File: src/rtl/board_led_scanner.sv
// 4x4 multiplexed LED scanner for the Connect-4 board display.
// Drives one row at a time. Player 1 cells are shown at full brightness and
// player 2 cells at 25% duty. The winner's cells (or every cell on a draw)
// blink. Board, owner and status are captured once per frame so that a move
// cannot tear the picture mid-scan.
module board_led_scanner #(
  parameter int unsigned DWELL_CYCLES = 1024,
  parameter int unsigned BLINK_FRAMES = 32
) (
  input  logic        clk,
  input  logic        reset,
  input  logic [15:0] gameboard,
  input  logic [15:0] player_cells,
  input  logic [1:0]  game_status,
  output logic [3:0]  row_sel,
  output logic [3:0]  col_data,
  output logic        frame_start
);

  // DWELL_CYCLES >= 4 keeps DwellW >= 2, so the phase and blanking slices below exist.
  localparam int unsigned DwellW = $clog2(DWELL_CYCLES);
  localparam int unsigned FrameW = (BLINK_FRAMES > 1) ? $clog2(BLINK_FRAMES) : 1;

  localparam logic [DwellW-1:0] DwellLast = DwellW'(DWELL_CYCLES - 1);
  localparam logic [FrameW-1:0] FrameLast = FrameW'(BLINK_FRAMES - 1);

  localparam logic [1:0] StatusPlaying = 2'b00;
  localparam logic [1:0] StatusP1Won   = 2'b01;
  localparam logic [1:0] StatusP2Won   = 2'b10;
  localparam logic [1:0] StatusDraw    = 2'b11;

  // Scan counters
  logic [DwellW-1:0] dwell_cnt_q, dwell_cnt_d;
  logic [1:0]        row_idx_q, row_idx_d;
  logic [FrameW-1:0] frame_cnt_q, frame_cnt_d;
  logic              blink_q, blink_d;

  // Per-frame snapshot of the game state
  logic [15:0]       board_q;
  logic [15:0]       owner_q;
  logic [1:0]        status_q;

  // Registered output next-state values
  logic [3:0]        row_sel_d;
  logic [3:0]        col_data_d;
  logic              frame_start_d;

  // Decoded counter conditions
  logic              dwell_last;
  logic              row_last;
  logic              frame_last;
  logic              scan_origin;

  // Pixel helpers for the row currently being scanned
  logic [3:0]        row_occ;
  logic [3:0]        row_own;
  logic [3:0]        p1_cells;
  logic [3:0]        p2_cells;
  logic              p1_visible;
  logic              p2_visible;
  logic              phase_zero;
  logic              blank;

  // Decode the counter state used by both the counters and the outputs.
  always_comb begin
    dwell_last  = (dwell_cnt_q == DwellLast);
    row_last    = (row_idx_q == 2'd3);
    frame_last  = (frame_cnt_q == FrameLast);
    scan_origin = (dwell_cnt_q == '0) && (row_idx_q == 2'd0);
  end

  // Next state of the dwell/row/frame/blink counter chain.
  always_comb begin
    dwell_cnt_d = dwell_cnt_q + 1'b1;
    row_idx_d   = row_idx_q;
    frame_cnt_d = frame_cnt_q;
    blink_d     = blink_q;
    if (dwell_last) begin
      dwell_cnt_d = '0;
      row_idx_d   = row_idx_q + 2'd1;
      if (row_last) begin
        if (frame_last) begin
          frame_cnt_d = '0;
          blink_d     = ~blink_q;
        end else begin
          frame_cnt_d = frame_cnt_q + 1'b1;
        end
      end
    end
  end

  // Counter registers.
  always_ff @(posedge clk or negedge reset) begin
    if (!reset) begin
      dwell_cnt_q <= '0;
      row_idx_q   <= 2'd0;
      frame_cnt_q <= '0;
      blink_q     <= 1'b0;
    end else begin
      dwell_cnt_q <= dwell_cnt_d;
      row_idx_q   <= row_idx_d;
      frame_cnt_q <= frame_cnt_d;
      blink_q     <= blink_d;
    end
  end

  // Capture the game state on the first cycle of every frame only.
  always_ff @(posedge clk or negedge reset) begin
    if (!reset) begin
      board_q  <= 16'h0000;
      owner_q  <= 16'h0000;
      status_q <= StatusPlaying;
    end else if (scan_origin) begin
      board_q  <= gameboard;
      owner_q  <= player_cells;
      status_q <= game_status;
    end
  end

  // Select the snapshot bits belonging to the current row.
  always_comb begin
    row_occ = 4'b0000;
    row_own = 4'b0000;
    unique case (row_idx_q)
      2'd0: begin
        row_occ = board_q[3:0];
        row_own = owner_q[3:0];
      end
      2'd1: begin
        row_occ = board_q[7:4];
        row_own = owner_q[7:4];
      end
      2'd2: begin
        row_occ = board_q[11:8];
        row_own = owner_q[11:8];
      end
      2'd3: begin
        row_occ = board_q[15:12];
        row_own = owner_q[15:12];
      end
      default: begin
        row_occ = 4'b0000;
        row_own = 4'b0000;
      end
    endcase
  end

  // Work out which cells of the current row light on this cycle.
  always_comb begin
    // Owner bits are masked by occupancy so stale owner data never lights a cell.
    p1_cells   = row_occ & row_own;
    p2_cells   = row_occ & ~row_own;
    phase_zero = (dwell_cnt_q[1:0] == 2'b00);
    // First two cycles of every row stay dark so the previous row cannot ghost.
    blank      = (dwell_cnt_q[DwellW-1:1] == '0);

    p1_visible = 1'b1;
    p2_visible = 1'b1;
    if (!blink_q) begin
      unique case (status_q)
        StatusP1Won: p1_visible = 1'b0;
        StatusP2Won: p2_visible = 1'b0;
        StatusDraw: begin
          p1_visible = 1'b0;
          p2_visible = 1'b0;
        end
        default: begin
          p1_visible = 1'b1;
          p2_visible = 1'b1;
        end
      endcase
    end

    if (blank) begin
      col_data_d = 4'b0000;
    end else begin
      col_data_d = (p1_cells & {4{p1_visible}})
                 | (p2_cells & {4{p2_visible & phase_zero}});
    end
  end

  // Row enable and frame marker derived from the current counter state.
  always_comb begin
    row_sel_d     = 4'b0001 << row_idx_q;
    frame_start_d = scan_origin;
  end

  // Output registers; reset drops the matrix dark immediately.
  always_ff @(posedge clk or negedge reset) begin
    if (!reset) begin
      row_sel     <= 4'b0000;
      col_data    <= 4'b0000;
      frame_start <= 1'b0;
    end else begin
      row_sel     <= row_sel_d;
      col_data    <= col_data_d;
      frame_start <= frame_start_d;
    end
  end

endmodule

File: config.mk
export PLATFORM = sky130hd
export DESIGN_NAME = board_led_scanner
export DESIGN_NICKNAME = d
export VERILOG_FILES = /design/src/rtl/board_led_scanner.sv
export SDC_FILE = /design/constraint.sdc
export NUM_CORES = 1
export LEC_CHECK = 0
export ABC_AREA = 1
export CORE_MARGIN = 4
export CORE_UTILIZATION = 45
export CTS_BUF_LIST = sky130_fd_sc_hd__clkbuf_8
export DETAILED_ROUTE_END_ITERATION = 8
export DONT_BUFFER_PORTS = 1
export PLACE_DENSITY_LB_ADDON = 0.2
export SKIP_LAST_GASP = 1
export SLEW_MARGIN = 20
export SYNTH_ARGS = -nofsm -noshare
export SYNTH_HDL_FRONTEND = slang
export SYNTH_SLANG_ARGS = --single-unit
File: constraint.sdc
create_clock -name clk -period 1.5 [get_ports clk]
set_input_delay 0.15 -clock clk [delete_from_list [all_inputs] [get_ports clk]]
set_output_delay 0.15 -clock clk [all_outputs]
set_load 0.005 [all_outputs]
## Yosys cells after proc, flatten, opt, wreduce, memory -nomap -nowiden

Cells that the tools add are included.

| cells by class | value |
|---|---|
| add/sub/neg operators | 3 |
| equality and inequality tests | 8 |
| shifts and indexed selects | 1 |
| muxes and demuxes | 9 |
| bitwise logic cells | 8 |
| reductions and logical operators | 9 |

Operators with widths:

| cell | count |
|---|---|
| $pmux W4 S4 | 2 |
| $and A4 B4 Y4 | 4 |
| $add A10 B1 Y10 const B | 1 |
| $eq A10 B10 Y1 const B | 1 |
| $logic_not A10 Y1 | 1 |
| $mux W10 | 1 |
| $logic_not A9 Y1 | 1 |
| $eq A2 B2 Y1 const B | 4 |
| $add A5 B1 Y5 const B | 1 |
| $eq A5 B5 Y1 const B | 1 |
| $mux W5 | 1 |
| $eq A2 B1 Y1 const B | 2 |
| $logic_not A2 Y1 | 2 |
| $mux W1 | 4 |
| $mux W4 | 1 |
| $not A4 Y4 | 1 |
| $or A4 B4 Y4 | 1 |
| $reduce_or A2 Y1 | 2 |
| $shl A1 B2 Y4 const A | 1 |
| $reduce_and A3 Y1 | 1 |
| $add A2 B1 Y2 const B | 1 |
| $reduce_and A2 Y1 | 1 |
| $and A1 B1 Y1 | 1 |
| $logic_and A1 B1 Y1 | 1 |
| $not A1 Y1 | 1 |

| storage, ports and cells | value |
|---|---|
| register bits after elaboration | 61 |
| input port bits | 36 |
| output and inout bits | 9 |
| logic and storage cells | 48 |

## Depth between registers and ports, before layout

Gate-level depths: netlist of the first run.

| depth | value |
|---|---|
| word-level depth | 8 |
| depth in mapped cells | 10 |
| gate-level depth less buffers | 9 |

## Worst setup path after synthesis of the first run

OpenSTA, ideal clock, no wires.

| path | value |
|---|---|
| path kind | reg-to-reg |
| from | register row_idx_q[0] |
| to | register col_data[2] |
| library setup time | 115 ps |
| data arrival time | 1377 ps |
| required time | 1385 ps |
| setup slack | 7 ps |
| stages on the path, launching flop included | 10 |
| path buffers | 1 |
| clock period less this slack | 1493 ps |
| cell sequence | dfrtp_1 inv_1 ha_1 buf_2 inv_1 or2_2 nand2_1 nand2_1 nand2_1 nor2_1 |

| between the ends | value |
|---|---|
| cells in the longest elaborated chain, start to end | 7 |
| elaborated cells on any way between the ends | 13 |

RTL lines:

| item | line | RTL |
|---|---|---|
| start, declared | 34 | `logic [1:0] row_idx_q, row_idx_d;` |
| start signal, assigned | 101 | `row_idx_q <= row_idx_d;` |
| $eq A2 B2 Y1, or another cell as far along | 124 | `unique case (row_idx_q)` |
| $pmux W4 S4 | 124 |  |
| $not A4 Y4 | 152 | `p2_cells = row_occ & ~row_own;` |
| $and A4 B4 Y4 | 152 |  |
| $and A4 B4 Y4 | 178 | `\| (p2_cells & {4{p2_visible & phase_zero}});` |
| $or A4 B4 Y4 * | 178 |  |
| $mux W4 * | 174 | `if (blank) begin` |
| named net col_data_d[2] | 45 | `logic [3:0] col_data_d;` |
| end signal, assigned | 196 | `col_data <= col_data_d;` |
| end, declared | 16 | `output logic [3:0] col_data,` |

The timed path passes the listed nets; every way through them passes the cells marked *.
A chain may end at the register's enable or synchronous reset.

## Worst setup path in the final report of the first run

| path | value |
|---|---|
| from | register dwell_cnt_q[1] |
| to | register frame_cnt_q[3] |

| between the ends | value |
|---|---|
| cells in the longest elaborated chain, start to end | 2 |

RTL lines:

| item | line | RTL |
|---|---|---|
| start, declared | 33 | `logic [DwellW-1:0] dwell_cnt_q, dwell_cnt_d;` |
| start signal, assigned | 100 | `dwell_cnt_q <= dwell_cnt_d;` |
| $eq A10 B10 Y1 | 66 | `dwell_last = (dwell_cnt_q == DwellLast);` |
| $reduce_and A2 Y1 (no line) | - |  |
| end signal, assigned | 102 | `frame_cnt_q <= frame_cnt_d;` |
| end, declared | 35 | `logic [FrameW-1:0] frame_cnt_q, frame_cnt_d;` |

No other way between the ends.

==> out/qor.csv, run 1 <==
stage,metric,value,unit
power,VDD IR max,0.6166,mV
critical_path,crit-path max FO,8,
critical_path,Startpoint Class,flip-flop,
floorplan,Rows,28,
run_status,status,finished with violations,
detailed_routing,TritonRoute pass-1 iters,6,
critical_path,Critical Path RT,1730,ps
min_path,worst hold path type,primary input to async pin,
power,Power Total,3.179,mW
global_routing,most utilized layer in the global route result,met2,
global_routing,GR Layer Usage met3,0.06867,
sta,Final min period,1482,ps
synthesis,dominant cell type by area after synthesis,dfrtp_1,
detailed_routing,1st-iter DRT viols,60,
synthesis,most common cell in the netlist,nand2_1,
synthesis,Synth Area in Compound Gates,0.02182,
cells_and_area,Post-Layout Inst Area,3681,sq um
clock_tree,TritonCTS sink count,61,
global_routing,first-pass GRT wire length,10950,microns
synthesis,Mean Syn Cell Area,8.097,sq um
cells_and_area,nets@finish,458,
power,LEAKAGE,1.859,nW
clock_tree,CTS tree,yes,
global_routing,initial antenna violation count,0,
sta,Peak Freq,674.9,MHz
synthesis,post-synthesis xor/xnor area fraction,0.02139,
sta,Setup TNS,0,ps
synthesis,"Primary FF master, synth",dfrtp_1,
sta,Final Slew Violations,0,
sta,period utilisation layout,0.9879,
floorplan,Starting Density,0.4730,
synthesis,register area share after synthesis,0.5325,
placement,Placed Instances,433,
floorplan,Die Area,7711,sq um
detailed_routing,Vias,2385,
detailed_routing,# DRC,0,
synthesis,Post-Syn Nets,398,
synthesis,Async SR Flop Fraction,1.000,
placement,Final GP Congestion,0.8178,
sta,slew at the pin closest to its max-slew limit,195.2,ps
floorplan,chip height,87.81,microns
global_routing,Tot GR Track Use,0.1863,
global_routing,largest net degree at the start of global routing,62,
cells_and_area,final cell count without fillers,494,
sta,skew final,6.109,ps
synthesis,fraction of the mapped netlist area in adder cells,0.03492,
cells_and_area,Layout area overhead,28.42,%
sta,Worst slew margin,0.8689,
global_routing,met2 GRT Util,0.2979,
power,pwr/cell area,863.5,nW/um^2
synthesis,post-synth top area share,0.5325,
run_status,failing checks,hold timing,
sta,RSZ-0062 raised after global routing,yes,
detailed_routing,routed vias/inst,4.828,
global_routing,GR Util met1,0.2356,
floorplan,Core Footprint,6061,sq um
clock_tree,H-tree levels,3,
clock_tree,hold_buf cts,34,
synthesis,Mapped Cells,354,
synthesis,Yosys reg bits,61,
detailed_routing,final WL,6400,microns
global_routing,GR Overflow Total,0,
global_routing,vias in the first global route,2395,
placement,HPWL Detailed,4213,microns
critical_path,reg2reg setup slack,20,ps
synthesis,Post-synth EDFFs,0,
sta,worst hold margin,-493.0,ps
cells_and_area,ratio of cells with drive above 1 in the final layout,0.1551,
synthesis,yosys warns,0,
synthesis,multiplexer share of the synthesized area,0,
sta,Final setup viols,0,
synthesis,Synth cell types,24,
clock_tree,Root Driver,clkbuf_8,
synthesis,Mapped Area,2866,sq um
detailed_routing,Routed Antenna Nets,0,
floorplan,Die W,87.81,microns
synthesis,largest cells by area after synthesis,"dfrtp_1 (53%), nand2_1 (24%), ha_1 (3.5%), inv_1 (2.9%), nand3_1 (2.6%)",
run,MaxCap Viol Count,0,
detailed_routing,WL/cell,12.96,microns
critical_path,Setup CP Type,flip-flop to flip-flop,
critical_path,Setup crit end kind,flip-flop,
cells_and_area,ANT cells,0,
clock_tree,total CTS buffers,9,
synthesis,main combinational cell family by area after synthesis,simple AND/OR/NAND/NOR gates,
synthesis,"top cells by count, synth","nand2_1 (186), dfrtp_1 (61), inv_1 (22), nand3_1 (15), nor2_1 (13)",
placement,number of port buffers,0,
critical_path,Arrival @ worst endpoint,1710,ps
synthesis,area share of and/or/nand/nor cells after synthesis,0.3348,
sta,final hold viol count,61,
clock_tree,clock buffer depth,2,
clock_tree,clock transition at the registers of the reported paths,70,ps
clock_tree,Worst-Skew Late Latency,340,ps
placement,Area after DPL,3013,sq um
floorplan,Ports,45,
-- through the flow --
step                utilization  worst slack (ps)
finish                   0.6073             18.21
detailed placement       0.4971            -26.16
floorplan                     -             7.480
global route             0.6073            -99.33
CTS                      0.5838             7.154
global placement         0.4971             17.57
-- where the power goes --
part	internal, mW	total (mW)	switching (mW)
Sequential	1.70	1.73	0.0323
Combinational	0.0927	0.143	0.0506
Clock	0.674	1.30	0.630
Total	2.47	3.18	0.713
-- cells by family (layout without fill, tap and decap cells) --
family          Yosys count  count (layout)
compound gates           12              12
xor+xnor                  7               7
fa+ha+maj                 8               8
buf+inv                  34              99
flops                    61              61
simple gates            232             232
-- critical path, stage by stage (launching register included) --
cell and delay (ps):
dfrtp_1 390, ha_2 210, nand2_2 80, nor2_4 180, nand3_4 110, nor2_4 220
inv_2 80, nand2_1 60, nand2_1 50
-- final timing paths --
kind                       depth (start not counted)              from             end
max                                                8    dwell_cnt_q[1]  frame_cnt_q[3]
min                                                0             reset  dwell_cnt_q[6]
max reg2reg                                        8    dwell_cnt_q[1]  frame_cnt_q[3]
min reg2reg                                        2           blink_q         blink_q
max in group asynchronous                          0             reset      row_sel[1]
min in group clk                                   3  player_cells[13]     owner_q[13]
-- cell type report --
class / count / area (sq um)
inverter: 24 / 92.59
clock inverter: 5 / 26.28
sequential: 61 / 1526
fill: 548 / 2380
clock buffer: 11 / 151.4
timing repair buffer: 59 / 544.3
tap: 75 / 93.84
multi-input combinational: 259 / 1246
-- cells in the final DEF (no fill, tap or decap), drive strengths merged --
master       synthesis  layout
a21oi                9       9
inv                 23      25
clkbuf               2      11
dlygate4sd3          0      34
nand2              186     186
buf                  8      25
clkinvlp             0       1
clkinv               1       3
or2                  5       5
nand3               17      17
o21ai                2       2
nand4                2       2
xnor2                2       2
nor3                 4       4
ha                   8       8
nor2                18      18
o21bai               1       1
xor2                 5       5
dfrtp               61      61
-- sequential cells by signal (all words and copies together), names as in the netlist --
signal,cells
board_q,16
row_idx_q,2
owner_q,16
blink_q,1
frame_start,1
dwell_cnt_q,10
row_sel,4
frame_cnt_q,5
col_data,4
status_q,2
-- routing by layer --
layer  share of wire  up-vias
met5               0        -
met1            0.46     1114
met4           0.015        0
met3           0.050        9
li1                -     1201
met2            0.48       61
-- what timing repair did --
action / CTS / global route
gates resized for setup: 3 / 15
buffers inserted: 0 / 11
endpoints found under the hold margin: 95 / 61
pin swaps: 0 / 4
endpoints found under the setup margin: 4 / 40
gates cloned: 0 / 0
Note: power is estimated with default switching activity, not from simulation.
==> run 2, diff against run 1 <==
- GPL_ROUTABILITY_DRIVEN: unset -> 0
- SKIP_CTS_REPAIR_TIMING: unset -> 1
==> run 2 against run 1 <==
The flow still finishes with violations (hold timing). Count of clock-buffer cells in the layout is the same. Highest routed layer unchanged. Die area stayed put. Largest cell class unchanged. Critical endpoint is now frame_cnt_q[4]. Critical path type unchanged. Sequential share of layout area up 0.34 points.
==> out/qor.csv, run 2 (synthesis results as in run 1) <==
stage,metric,value,unit,change
detailed_routing,final WL,6325,microns,-1.2%
clock_tree,H-tree levels,3,,unchanged
cells_and_area,ANT cells,0,,unchanged
sta,slew at the pin closest to its max-slew limit,207.3,ps,+12.15 ps
floorplan,chip height,87.81,microns,unchanged
sta,final hold viol count,61,,unchanged
detailed_routing,Vias,2362,,-0.96%
power,VDD IR max,0.6182,mV,+0.26%
sta,worst hold margin,-492.2,ps,+0.8170 ps
placement,HPWL Detailed,4213,microns,unchanged
critical_path,Setup CP Type,flip-flop to flip-flop,,
critical_path,Startpoint Class,flip-flop,,
global_routing,GR Layer Usage met3,0.07056,,+0.001881
power,LEAKAGE,1.838,nW,-1.2%
min_path,worst hold path type,primary input to async pin,,
sta,Peak Freq,674.0,MHz,-0.13%
detailed_routing,# DRC,0,,unchanged
global_routing,GR Overflow Total,0,,unchanged
cells_and_area,"commonest non-fill, non-tap cell in the layout",nand2_1,,
cells_and_area,nets@finish,454,,-0.87%
clock_tree,total CTS buffers,9,,unchanged
global_routing,GR Util met1,0.2256,,-0.01006
detailed_routing,TritonRoute pass-1 iters,4,,-2
global_routing,largest net degree at the start of global routing,62,,unchanged
clock_tree,TritonCTS sink count,61,,unchanged
clock_tree,clock transition at the registers of the reported paths,70,ps,about the same
sta,Setup TNS,0,ps,unchanged
cells_and_area,fillers,555,,+1.3%
sta,Final min period,1484,ps,+1.885 ps
critical_path,critical path cell sequence,ha_2 -> nand2_2 -> nor2_4 -> nand3_4 -> nor2_4 -> inv_2 -> nand2_1 -> nand2_1,,
sta,Final setup viols,0,,unchanged
run,MaxCap Viol Count,0,,unchanged
global_routing,initial antenna violation count,0,,unchanged
detailed_routing,routed vias/inst,4.820,,-0.16%
sta,skew final,5.561,ps,-0.5474 ps
floorplan,Die Area,7711,sq um,unchanged
global_routing,met2 GRT Util,0.2726,,-0.02534
sta,Final Slew Violations,0,,unchanged
placement,Placed Instances,433,,unchanged
placement,number of port buffers,0,,unchanged
detailed_routing,1st-iter DRT viols,63,,+5.0%
detailed_routing,Routed Antenna Nets,0,,unchanged
global_routing,most utilized layer in the global route result,met2,,
critical_path,Critical Path RT,1730,ps,about the same
global_routing,Tot GR Track Use,0.1749,,-0.01142
sta,RSZ-0062 raised after global routing,yes,,
global_routing,first-pass GRT wire length,10270,microns,-6.2%
floorplan,Starting Density,0.4730,,unchanged
cells_and_area,"commonest cells after routing, fill and taps aside","nand2_1 (184), dfrtp_1 (61), dlygate4sd3_1 (34)",,
floorplan,Core Footprint,6061,sq um,unchanged
cells_and_area,ratio of cells with drive above 1 in the final layout,0.1470,,-0.008143
floorplan,Rows,28,,unchanged
cells_and_area,Layout area overhead,27.37,%,
power,pwr/cell area,870.9,nW/um^2,+0.85%
detailed_routing,WL/cell,12.91,microns,-0.37%
critical_path,CP top delay family,simple AND/OR/NAND/NOR gates,,
floorplan,Die W,87.81,microns,unchanged
critical_path,Critical Path Slowest Stage Cell,dfrtp_1,,
sta,Worst slew margin,0.8616,,-0.007248
clock_tree,Worst-Skew Late Latency,330,ps,about the same
clock_tree,clock buffer depth,2,,unchanged
floorplan,Ports,45,,unchanged
critical_path,reg2reg setup slack,20,ps,about the same
clock_tree,CTS tree,yes,,
critical_path,WP buf/inv,1,,unchanged
cells_and_area,largest registers,"board_q x16, owner_q x16, dwell_cnt_q x10",,
clock_tree,Root Driver,clkbuf_8,,
run_status,status,finished with violations,,
critical_path,Setup crit end kind,flip-flop,,
global_routing,vias in the first global route,2252,,-6.0%
sta,period utilisation layout,0.9891,,+0.001256
critical_path,crit-path max FO,8,,unchanged
critical_path,peak per-stage delay on the critical path,390,ps,about the same
cells_and_area,final cell count without fillers,490,,-0.81%
run_status,failing checks,hold timing,,
critical_path,Arrival @ worst endpoint,1710,ps,about the same
[run 2: cell count changes in the layout (fill, tap and decap cells not counted)]
cell,change
buf_4,-4
[run 2: cell type report]
type	count	area, sq um	share of cell area
Sequential cell	61	1526	0.4181
Timing Repair Buffer	55	514.2	0.1408
Multi-Input combinational cell	259	1246	0.3413
Clock buffer	11	151.4	0.04147
Tap cell	75	93.84	0.02570
Clock inverter	5	26.28	0.007197
Inverter	24	92.59	0.02536
[run 2: path summary, 6_finish.rpt]
kind / end / cells after the start / start
hold / removal: dwell_cnt_q[6] / 0 / reset
setup / recovery: frame_cnt_q[4] / 8 / dwell_cnt_q[1]
setup reg to reg: frame_cnt_q[4] / 8 / dwell_cnt_q[1]
hold reg to reg: blink_q / 2 / blink_q
max in group asynchronous: row_sel[1] / 0 / reset
min in group clk: owner_q[13] / 3 / player_cells[13]
[run 2: per-layer routing]
| layer | up-vias | share of wire |
|---|---|---|
| met5 | - | 0 |
| met4 | 0 | 0.013 |
| met3 | 7 | 0.048 |
| met2 | 49 | 0.48 |
| met1 | 1112 | 0.46 |
| li1 | 1194 | - |
[run 2: power breakdown]
part           internal [mW]  switching, mW  leakage [nW]
Combinational         0.0927         0.0503         0.992
Sequential              1.70         0.0323         0.750
Clock                  0.674          0.632        0.0963
[run 2: worst reg2reg max path, cell delays in order (launching register included)]
cell	delay [ps]
dfrtp_1	390
ha_2	210
nand2_2	80
nor2_4	180
nand3_4	110
nor2_4	220
inv_2	90
nand2_1	70
nand2_1	50
[run 2: through the flow]
step | hold WS [ps] | worst slack, ps | util | power (mW) | instance area, sq um
floorplan | -145.6 | 7.480 | - | 1.809 | 2867
global placement | -143.6 | 17.57 | 0.4971 | 1.829 | 3013
detailed placement | -143.7 | -26.16 | 0.4971 | 1.832 | 3013
CTS | -517.5 | -43.97 | 0.5264 | 3.146 | 3191
global route | -533.2 | -89.05 | 0.6024 | 3.328 | 3651
finish | -492.2 | 16.32 | 0.6024 | 3.180 | 3651
==> run 3, diff against run 2 <==
- DONT_BUFFER_PORTS: 1 -> unset
- SETUP_SLACK_MARGIN: unset -> 0.2
==> run 3 against run 2 <==
The flow now finishes without violations. Final cell count is 2.7% higher. Register-to-register slack better by 70 ps. Largest cell class unchanged. Setup slack better by 67 ps. Sequential power hardly changed. Highest routed layer unchanged. Count of clock-buffer cells in the layout is 2 lower. Sequential cell count stayed put. Critical path depth is 1 lower. Core utilization is 5.1 points higher. Clock skew is 4.1 ps higher.
==> out/qor.csv, run 3 (synthesis results as in run 1) <==
stage,metric,value,unit,change
critical_path,Arrival @ worst endpoint,1700,ps,about the same
sta,skew final,9.622,ps,+4.061 ps
power,VDD IR max,0.8324,mV,+35%
placement,number of port buffers,44,,+44
placement,pre-CTS setup slack,-54.41,ps,-28.25 ps
critical_path,Setup crit end kind,flip-flop,,
detailed_routing,final WL,6679,microns,+5.6%
detailed_routing,TritonRoute pass-1 iters,4,,unchanged
cells_and_area,"commonest non-fill, non-tap cell in the layout",nand2_1,,
detailed_routing,Vias,2400,,+1.6%
floorplan,Die Area,7711,sq um,unchanged
critical_path,Startpoint Class,flip-flop,,
critical_path,FF-to-FF Start,row_idx_q[0],,
sta,Final min period,1416,ps,-67.49 ps
sta,Worst slew margin,0.6686,,-0.1931
clock_tree,total CTS buffers,9,,unchanged
floorplan,Die W,87.81,microns,unchanged
power,LEAKAGE,2.045,nW,+11%
sta,worst hold margin,293.1,ps,+785.3 ps
cells_and_area,"commonest cells after routing, fill and taps aside","nand2_1 (177), dfrtp_1 (61), clkdlybuf4s50_1 (34)",,
critical_path,Crit path top cell by count,nand2_1,,
run,MaxCap Viol Count,0,,unchanged
global_routing,vias in the first global route,2333,,+3.6%
detailed_routing,# DRC,0,,unchanged
floorplan,Rows,28,,unchanged
critical_path,Critical Path RT,1780,ps,+50 ps
floorplan,chip height,87.81,microns,unchanged
global_routing,Tot GR Track Use,0.1892,,+0.01434
critical_path,critical path cell sequence,inv_2 -> ha_4 -> inv_6 -> or2_2 -> nand2_1 -> nand2_1 -> a21oi_2,,
cells_and_area,Layout area overhead,38.24,%,
critical_path,Critical Path Slowest Stage Cell,dfrtp_1,,
clock_tree,clock buffer depth,2,,unchanged
global_routing,initial antenna violation count,0,,unchanged
run_status,status,finished clean,,
critical_path,WP buf/inv,2,,+1
critical_path,R2R Path End,col_data[1],,
clock_tree,CTS tree,yes,,
clock_tree,Root Driver,clkbuf_8,,
sta,slew at the pin closest to its max-slew limit,497.2,ps,+289.8 ps
sta,Final Slew Violations,0,,unchanged
floorplan,Starting Density,0.4730,,unchanged
cells_and_area,largest registers,"board_q x16, owner_q x16, dwell_cnt_q x10",,
clock_tree,TritonCTS sink count,61,,unchanged
clock_tree,Worst-Skew Late Latency,350,ps,+20 ps
power,pwr/cell area,911.4,nW/um^2,+4.6%
global_routing,largest net degree at the start of global routing,36,,-42%
critical_path,CP top delay family,flip-flops,,
floorplan,Core Footprint,6061,sq um,unchanged
detailed_routing,WL/cell,13.28,microns,+2.9%
sta,final hold viol count,0,,-100%
cells_and_area,final cell count without fillers,503,,+2.7%
power,Power Total,3.611,mW,+14%
critical_path,reg2reg setup slack,80,ps,+70 ps
critical_path,Setup CP Type,flip-flop to flip-flop,,
placement,HPWL Detailed,4524,microns,+7.4%
cells_and_area,nets@finish,467,,+2.9%
detailed_routing,routed vias/inst,4.771,,-1.0%
cells_and_area,ANT cells,0,,unchanged
detailed_routing,1st-iter DRT viols,102,,+62%
cells_and_area,Post-Layout Inst Area,3963,sq um,+8.5%
sta,post-route setup slack,83.81,ps,+67.49 ps
placement,Area after DPL,3447,sq um,+14%
sta,RSZ-0062 raised after global routing,yes,,
critical_path,crit-path max FO,7,,-1
critical_path,FF-to-FF path depth,7,,-1
floorplan,Ports,45,,unchanged
cells_and_area,ratio of cells with drive above 1 in the final layout,0.1939,,+0.04694
min_path,worst hold path type,primary input to async pin,,
global_routing,GR Overflow Total,0,,unchanged
global_routing,first-pass GRT wire length,10990,microns,+7.1%
critical_path,peak per-stage delay on the critical path,420,ps,+30 ps
detailed_routing,Routed Antenna Nets,0,,unchanged
sta,Peak Freq,706.1,MHz,+4.8%
sta,Final setup viols,0,,unchanged
placement,Placed Instances,473,,+9.2%
clock_tree,H-tree levels,3,,unchanged
clock_tree,clock transition at the registers of the reported paths,70,ps,about the same
sta,period utilisation layout,0.9441,,-0.04499
==> run 3: routing by layer <==
| metal | share of wire | vias to the layer above | GRT usage |
|---|---|---|---|
| li1 | - | 1222 | - |
| met1 | 0.46 | 1099 | 0.2530 |
| met2 | 0.47 | 70 | 0.2767 |
| met3 | 0.063 | 9 | 0.07808 |
| met4 | 0.013 | 0 | 0.06834 |
| met5 | 0 | - | 0 |
==> run 3: how the worst max path moves through the flow <==
| stage | from | endpoint | slack (ps) | cells past startpoint |
|---|---|---|---|---|
| final | row_idx_q[0] | col_data[1] | 80 | 7 |
| after global routing | dwell_cnt_q[0] | blink_q | -5 | 8 |
| after CTS | row_idx_q[1] | frame_cnt_q[0] | -60 | 6 |
| after detailed placement | row_idx_q[1] | frame_cnt_q[0] | -50 | 6 |
| after global placement | row_idx_q[0] | frame_cnt_q[4] | -20 | 6 |
| after floorplan | row_idx_q[0] | col_data[0] | 190 | 8 |
==> run 3: final cells by class <==
| cell class | count | area (sq um) |
|---|---|---|
| fillers | 512 | 2098 |
| flip-flops and latches | 61 | 1526 |
| multi-input cells | 259 | 1316 |
| repair buffers | 68 | 695.7 |
| clock buffers | 9 | 123.9 |
| inverters | 24 | 107.6 |
| clock inverters | 7 | 98.84 |
| well taps | 75 | 93.84 |
==> run 3: stage by stage <==
stage / utilization / setup TNS, ps
after floorplan: - / 0
after global placement: 0.5687 / -86.49
after detailed placement: 0.5687 / -169.5
after CTS: 0.6055 / -220.8
after global routing: 0.6538 / -7.211
final: 0.6538 / 0
==> run 3: power breakdown <==
| part | internal (mW) | switching, mW |
|---|---|---|
| logic | 0.135 | 0.0891 |
| clock network | 0.943 | 0.719 |
| registers | 1.70 | 0.0284 |
| total | 2.77 | 0.837 |
